File: src/rtl/inst_fetch_unit.sv
// Instruction fetch stage: owns the PC, reads a synchronous instruction memory
// and hands each word to execute over a valid/ready handshake.
//
// state   | meaning
// --------+-----------------------------------------------------------
// S_FETCH | drive pc onto imem_addr with imem_rd_en high
// S_WAIT  | memory data valid; capture into ir or detect HALT
// S_HOLD  | ir_valid high until execute accepts; pc advances or branches
// S_HALT  | HALT opcode fetched; stopped until sys_rst
module inst_fetch_unit #(
  parameter int          ADDR_W  = 8,
  parameter logic [4:0]  HALT_OP = 5'd27
) (
  input  logic              clk,
  input  logic              sys_rst,
  output logic [ADDR_W-1:0] imem_addr,
  output logic              imem_rd_en,
  input  logic [31:0]       imem_rdata,
  output logic [31:0]       ir,
  output logic              ir_valid,
  input  logic              ir_ready,
  input  logic              br_taken,
  input  logic [ADDR_W-1:0] br_target,
  output logic [ADDR_W-1:0] pc,
  output logic              halted,
  output logic [15:0]       instr_count
);

  typedef enum logic [1:0] {
    S_FETCH = 2'd0,
    S_WAIT  = 2'd1,
    S_HOLD  = 2'd2,
    S_HALT  = 2'd3
  } state_t;

  localparam logic [ADDR_W-1:0] PC_ONE = {{(ADDR_W-1){1'b0}}, 1'b1};

  state_t state, state_nxt;
  logic   handshake;
  logic   rdata_is_halt;

  assign handshake     = (state == S_HOLD) && ir_valid && ir_ready;
  assign rdata_is_halt = (imem_rdata[31:27] == HALT_OP);

  // Strobe is gated by reset so it reads low for as long as reset is held.
  assign imem_addr  = pc;
  assign imem_rd_en = (state == S_FETCH) && !sys_rst;

  always_comb begin
    state_nxt = state;
    case (state)
      S_FETCH: state_nxt = S_WAIT;
      S_WAIT:  state_nxt = rdata_is_halt ? S_HALT : S_HOLD;
      S_HOLD:  if (handshake) state_nxt = S_FETCH;
      S_HALT:  state_nxt = S_HALT;
      default: state_nxt = S_FETCH;
    endcase
  end

  always_ff @(posedge clk) begin
    if (sys_rst) begin
      state       <= S_FETCH;
      pc          <= '0;
      ir          <= '0;
      ir_valid    <= 1'b0;
      halted      <= 1'b0;
      instr_count <= '0;
    end else begin
      state <= state_nxt;
      case (state)
        S_WAIT: begin
          if (rdata_is_halt) begin
            halted <= 1'b1;
          end else begin
            ir       <= imem_rdata;
            ir_valid <= 1'b1;
          end
        end
        S_HOLD: begin
          if (handshake) begin
            ir_valid <= 1'b0;
            pc       <= br_taken ? br_target : pc + PC_ONE;
            if (instr_count != 16'hFFFF) instr_count <= instr_count + 16'd1;
          end
        end
        default: ;
      endcase
    end
  end

endmodule

File: config.mk
export PLATFORM = sky130hd
export DESIGN_NAME = inst_fetch_unit
export DESIGN_NICKNAME = d
export VERILOG_FILES = /design/src/rtl/inst_fetch_unit.sv
export SDC_FILE = /design/constraint.sdc
export NUM_CORES = 1
export LEC_CHECK = 0
export CAP_MARGIN = 20
export CORE_ASPECT_RATIO = 0.5
export CORE_UTILIZATION = 36
export DETAILED_ROUTE_END_ITERATION = 12
export MAX_ROUTING_LAYER = met4
export PLACE_DENSITY_LB_ADDON = 0.08
export SYNTH_ARGS = -nofsm -noshare
export SYNTH_HDL_FRONTEND = slang
export SYNTH_SLANG_ARGS = --single-unit
File: constraint.sdc
create_clock -name clk -period 3.3 [get_ports clk]
set_input_delay 0.66 -clock clk [delete_from_list [all_inputs] [get_ports clk]]
set_output_delay 0.66 -clock clk [all_outputs]
set_load 0.03 [all_outputs]
==> results of run 1 <==
## area by class of cell
class | count | area, sq um
flip-flops and latches | 60 | 1200
fillers | 589 | 2820
clock inverters | 2 | 10.0
inverters | 4 | 15.0
repair buffers | 116 | 1140
multi-input cells | 227 | 1240
well taps | 92 | 115
clock buffers | 13 | 260
## worst reg2reg max path, stage by stage (launching register included)
cell and delay, ns:
dfxtp_1 0.41, ha_1 0.22, nand3_1 0.21, o41ai_2 0.49
clkbuf_4 0.31, mux2i_1 0.20, nor2_1 0.05
## layout by cell type, fill, tap and decap left out, types with 3 or more instances in the layout
master           netlist  routed
nand2_1               68      68
nand3_1                9       9
nand2b_1               4       4
nand4_1                6       6
inv_1                  4       4
a31oi_1                4       4
clkbuf_16              0       9
o31ai_1               12      12
or4_1                  8       8
a211oi_1               3       3
a21oi_1               49      48
or3_1                  5       5
dfxtp_1               60      60
o21ai_0                7       7
buf_4                  8       5
clkdlybuf4s50_1        0     109
nor2_1                15      15
o21bai_1               4       4
nor3_1                 7       7
## flip-flops by register name, indices dropped and copies added, names as in the netlist
signal	cells
ir_valid	1
instr_count	16
halted	1
ir	32
imem_addr	8
state	2
## power groups by stage
stage               sequential, mW  clock, mW  combinational, mW
floorplan                    0.883          0              0.118
global placement             0.809          0              0.346
detailed placement           0.812          0              0.349
CTS                          0.797      0.863              0.351
global route                 0.804      0.890              0.376
finish                       0.797      0.835              0.348
## kinds of logic (layout without fill, tap and decap cells)
group | after synthesis | after routing | synth area share [%]
flops | 60 | 60 | 46.5
xor+xnor | 2 | 2 | 0.678
compound gates | 88 | 88 | 20.2
mux | 2 | 2 | 0.775
fa+ha+maj | 2 | 2 | 0.969
buf+inv | 30 | 135 | 5.62
simple gates | 133 | 133 | 25.2
## how the worst max path moves through the flow
stage | from | to | slack, ns
after floorplan | sys_rst | imem_rd_en | 0.97
after global placement | ir_ready | instr_count[15] | 0.68
after detailed placement | ir_ready | instr_count[15] | 0.62
after CTS | instr_count[0] | instr_count[1] | 0.84
after global routing | ir_ready | instr_count[15] | 0.90
final | ir_ready | instr_count[15] | 0.93
## routing by layer
| layer | vias to the layer above | track usage (%) | part of all wire, % |
|---|---|---|---|
| met4 | 0 | 6.00 | 0.52 |
| met5 | - | - | 0 |
| met2 | 69 | 29.9 | 46 |
| met1 | 1184 | 22.5 | 48 |
| li1 | 1324 | - | - |
| met3 | 5 | 6.48 | 5.9 |
## through the flow
stage	power, mW	hold slack, ns	worst slack (ns)	cell area [sq um]	utilization, %
after floorplan	1.00	0.530	0.973	2580	-
after global placement	1.16	0.441	0.676	3700	54.4
after detailed placement	1.16	0.446	0.616	3700	54.4
after CTS	2.01	0.452	0.843	3980	58.4
after global routing	2.07	0.469	0.900	3980	58.5
final	1.98	0.451	0.929	3980	58.5
==> impl_results.md, run 1 <==
* Combinational Power Share at 17.6%
* Dominant synthesized flop cell: dfxtp_1
* Die extent in y at 61.9 um
* Clock Power Share at 42.2%
* CP Data Arrival Time at 2.61 ns
* Yosys cell types at 39
* Post-CTS Setup Bufs at 0
* Skew-Pair Late Insertion Delay at 0.32 ns
* Total of max-cap violations at 0
* Antenna fix cells at 0
* Post-CTS Hold Fix Bufs at 0
* Post-cts sizing count at 0
* Top cell family by delay on the critical path: simple AND/OR/NAND/NOR gates
* Worst R2R Path Depth at 6
* Fraction of layout cells with a size suffix above 1 at 5.69%
* Mapped Area at 2580 sq um
* Final setup viols at 0
* Vias per inst at 5.02
* CP cell instances: clkdlybuf4s50_1 > nand4b_4 > or4_4 > or4_1 > a21oi_1
* WS Path Type: input port to flop
* Drt wl/cell at 13.1 um
* Setup TNS at 0 ns
* Core ar. at 6810 sq um
* Largest net degree at the start of global routing at 61
* Worst hold stages at 2
* I/O Buffers at 110
* CP Depth at 5
* CTS H-tree depth at 3
* Average size of a mapped cell at 8.15 sq um
* GRT overflow at 0
* Pwr Density at 497 nW/um^2
* Most common cell in the netlist: nand2_1
* Die width at 122 um
* CP startpoint kind: input port
* R2r endpoint: instr_count[1]
* Routability congestion estimate at 0.844
* Synthesized flop and latch total at 60
* CTS max path bufs at 2
* Area of the die at 7540 sq um
* Io pins at 111
* Peak supply drop at 0.294 mV
* Yosys warns at 0
* FP Rows at 21
* Worst EP required at 3.54 ns
* Status: finished, final reports clean
* Hpwl dp at 4.70 mm
* Max FO, Critical Path at 6
* CP Capture Type: flop
* Area fraction of the dominant cell type after synthesis at 46.5%
* Initial antenna violation count at 0
* RSZ-0062 raised after global routing: no
* Non-filler cells, final at 514
* Clk slew on worst S/H paths at 0.05 ns
* P&R area growth vs syn at 54.2%
* Syn nets at 363
* Via count at 2582
* Fmax at 422 MHz
* Max-slew headroom at 52.0%
* Worst reg2reg setup slack at 1.28 ns
* Hold WC Path Type: flop to flop
* Final wirelength at 6.74 mm
* TritonRoute pass-1 iters at 4
* Share of power burned in registers at 40.3%
* Internal Power at 1.47 mW
* Sw Share at 26.0%
* Via count of the first global-routing pass at 2297
* Worst path max stage delay at 0.60 ns
* CP max stage cell: or4_4
* Post-route ant nets at 0
* Post-Synthesis Cells at 317
* Synth top cells by count: 68 x nand2_1, 60 x dfxtp_1, 49 x a21oi_1
* Sequential fraction of the synthesis area at 46.5%
* Max-slew violation count at 0
* Starting Density at 37.9%
* DRC at 0
* Area leader, netlist: dfxtp_1
* Initial DRC Count at 140
* Area contributors post-synth: dfxtp_1 47%, nand2_1 9.9%, a21oi_1 9.5%
* Clock skew at 0.00627 ns
* Buffers and inverters on the worst path at 1
* Post-Place Cells at 498
* R2r startpoint: instr_count[0]
* Actual slew at the worst max-slew pin at 0.714 ns
* GR Util All Layers at 18.7%
* NetSw at 0.514 mW
* Num Clock Sinks at 60
* Hold Violations, Final at 0
* Post-layout min period at 2.37 ns
* P_leak at 1.38 nW
* Number of flops mapped to enable cells by yosys at 0
* Hold path startpoint: ir[22]
* Root buf cell: clkbuf_16
* CTS tree: done
* Hold endpoint: ir[22]
* Final net count at 464
* Crit share post-route at 71.8%
* Global-route wire length before repair at 10.4 mm
* TritonCTS buffer count at 9
* Async SR Flop Fraction at 0%
(Power assumes the default switching activity.)
==> run 2: changes to the inputs <==
- clock period: 3.3 -> 2.3 ns (I/O delays scaled with it)
==> impl_results.md, run 2 (same netlist as run 1, synthesis figures left out) <==
* Status: finished, final reports clean (unchanged)
* Setup TNS at 0 ns (unchanged)
* Max FO, Critical Path at 4 (was 6)
* Hold Violations, Final at 0 (unchanged)
* P_leak at 1.44 nW (was 1.38 nW)
* Die width at 122 um (unchanged)
* Initial DRC Count at 91 (was 140)
* Finished Cell Area at 4080 sq um (was 3980 sq um)
* R2r endpoint: instr_count[13] (was instr_count[1])
* Clk slew on worst S/H paths at 0.05 ns (about the same)
* Global-route wire length before repair at 10.6 mm (was 10.4 mm)
* Final setup viols at 0 (unchanged)
* R2r startpoint: instr_count[0] (unchanged)
* Total of max-cap violations at 0 (unchanged)
* Max-slew violation count at 0 (unchanged)
* Crit share post-route at 90.9%
* Fillers at 600 (was 589)
* Largest register FFs at 32 (unchanged)
* CTS tree: done (unchanged)
* Routability congestion estimate at 0.857 (was 0.844)
* Post-CTS Hold Fix Bufs at 0 (unchanged)
* Core ar. at 6810 sq um (unchanged)
* P&R area growth vs syn at 58.1% (was 54.2%)
* CTS H-tree depth at 3 (unchanged)
* CTS max path bufs at 2 (unchanged)
* Placed inst area at 3790 sq um (was 3700 sq um)
* Met2 usage at 29.1% (was 29.9%)
* CP startpoint kind: input port (unchanged)
* Drt wl/cell at 12.8 um (was 13.1 um)
* TritonRoute pass-1 iters at 4 (unchanged)
* Clock skew at 0.00385 ns (was 0.00627 ns)
* Worst reg2reg setup slack at 0.23 ns (was 1.28 ns)
* Initial antenna violation count at 0 (unchanged)
* Met1 Use GR at 22.9% (was 22.5%)
* Area of the die at 7540 sq um (unchanged)
* FP Rows at 21 (unchanged)
* Peak supply drop at 0.495 mV (was 0.294 mV)
* Met3 GRT Util at 6.84% (was 6.48%)
* Skew-Pair Late Insertion Delay at 0.32 ns (about the same)
* Post-CTS Setup Bufs at 0 (unchanged)
* GR Util All Layers at 18.8% (was 18.7%)
* Busiest grt layer: met2 (unchanged)
* Most frequent cells in the layout: 108 x clkdlybuf4s50_1, 68 x nand2_1, 60 x dfxtp_1 (was 109 x clkdlybuf4s50_1, 68 x nand2_1, 60 x dfxtp_1)
* Root buf cell: clkbuf_16 (unchanged)
* Via count at 2631 (was 2582)
* Final net count at 471 (was 464)
* Post-layout min period at 2.09 ns
* Area of the multi-input gates at 1250 sq um (was 1240 sq um)
* Final wirelength at 6.68 mm (was 6.74 mm)
* Max-slew headroom at 51.1% (was 52.0%)
* I/O Buffers at 110 (unchanged)
* Fraction of layout cells with a size suffix above 1 at 7.91% (was 5.69%)
* Hold WC Path Type: flop to flop (unchanged)
* TritonCTS buffer count at 9 (unchanged)
* Pwr Density at 718 nW/um^2 (was 497 nW/um^2)
* Post-route ant nets at 0 (unchanged)
* RSZ-0062 raised after global routing: no (unchanged)
* Hold path startpoint: ir[5] (was ir[22])
* Io pins at 111 (unchanged)
* Via count of the first global-routing pass at 2298 (was 2297)
* Commonest non-fill, non-tap cell in the layout: clkdlybuf4s50_1 (unchanged)
* Post-cts sizing count at 0 (unchanged)
* Die extent in y at 61.9 um (unchanged)
* Largest net degree at the start of global routing at 32 (was 61)
* Worst R2R Path Depth at 6 (unchanged)
* CP Data Arrival Time at 2.33 ns (was 2.61 ns)
* Hpwl dp at 4.88 mm (was 4.70 mm)
* WS Path Type: input port to flop (unchanged)
* Hold endpoint: ir[5] (was ir[22])
* Top reg by flops: ir (unchanged)
* Num Clock Sinks at 60 (unchanged)
* Starting Density at 37.9% (unchanged)
* GRT overflow at 0 (unchanged)
* Vias per inst at 5.04 (was 5.02)
* Actual slew at the worst max-slew pin at 0.726 ns (was 0.714 ns)
* DRC at 0 (unchanged)
* Worst hold stages at 2 (unchanged)
* Antenna fix cells at 0 (unchanged)
* CP Capture Type: flop (unchanged)
* Register area at 1200 sq um (unchanged)
* Fmax at 478 MHz
* Worst EP required at 2.54 ns (was 3.54 ns)
[run 2: changes by cell type in the layout (fill, tap and decap cells not counted)]
cell,before,now
clkbuf_1,2,1
bufinv_16,0,1
clkdlybuf4s50_1,109,108
buf_12,0,2
o41ai_4,0,1
buf_4,5,12
clkinv_2,2,5
clkbuf_4,1,0
o41ai_2,1,0
clkbuf_8,2,0
[run 2: power breakdown]
part | switching, mW | total (mW) | internal [mW] | leakage, nW
clock | 0.442 | 1.27 | 0.827 | 0.146
combinational | 0.281 | 0.523 | 0.243 | 0.801
sequential | 0.0385 | 1.14 | 1.10 | 0.488
[run 2: metrics by stage]
step | worst slack [ns] | util [%] | hold slack, ns | instances | total power, mW
2_1_floorplan | 0.233 | - | 0.530 | 317 | 1.44
5_1_grt | 0.00177 | 60.0 | 0.475 | 522 | 3.07
3_3_place_gp | -0.0621 | 55.7 | 0.442 | 506 | 1.68
6_report | 0.210 | 60.0 | 0.451 | 522 | 2.93
3_5_place_dp | -0.116 | 55.7 | 0.450 | 506 | 1.69
4_1_cts | 0.104 | 59.8 | 0.456 | 522 | 2.97
[run 2: worst max-delay path by stage]
stage	from	end	slack [ns]
after floorplan	instr_count[0]	instr_count[1]	0.23
after global placement	ir_ready	instr_count[15]	-0.06
after detailed placement	ir_ready	instr_count[15]	-0.12
after CTS	instr_count[0]	instr_count[1]	0.10
after global routing	instr_count[0]	instr_count[15]	0.002
final	ir_ready	instr_count[15]	0.21
[run 2: cell type report]
cell class,count,area share (%)
clock buffers,10,5.61
clock inverters,6,1.35
inverters,4,0.368
multi-input cells,227,30.6
flip-flops and latches,60,29.4
well taps,92,2.82
repair buffers,123,29.8
[run 2: worst max-delay path, stage by stage]
cell and delay [ns]:
clkdlybuf4s50_1 0.55, nand4b_4 0.12, or4_4 0.57, or4_1 0.48, a21oi_1 0.16
[run 2: metal layers]
layer	up-vias	routed length [um]
met4	0	35
met3	4	452
met1	1220	3090
met2	75	3090
met5	-	0
li1	1332	-
==> run 3: changes to the inputs <==
- CTS_CLUSTER_DIAMETER: unset -> 60
- TNS_END_PERCENT: unset -> 5
==> results of run 3 <==
Final layout, timing and power as in run 2 (identical DEF).
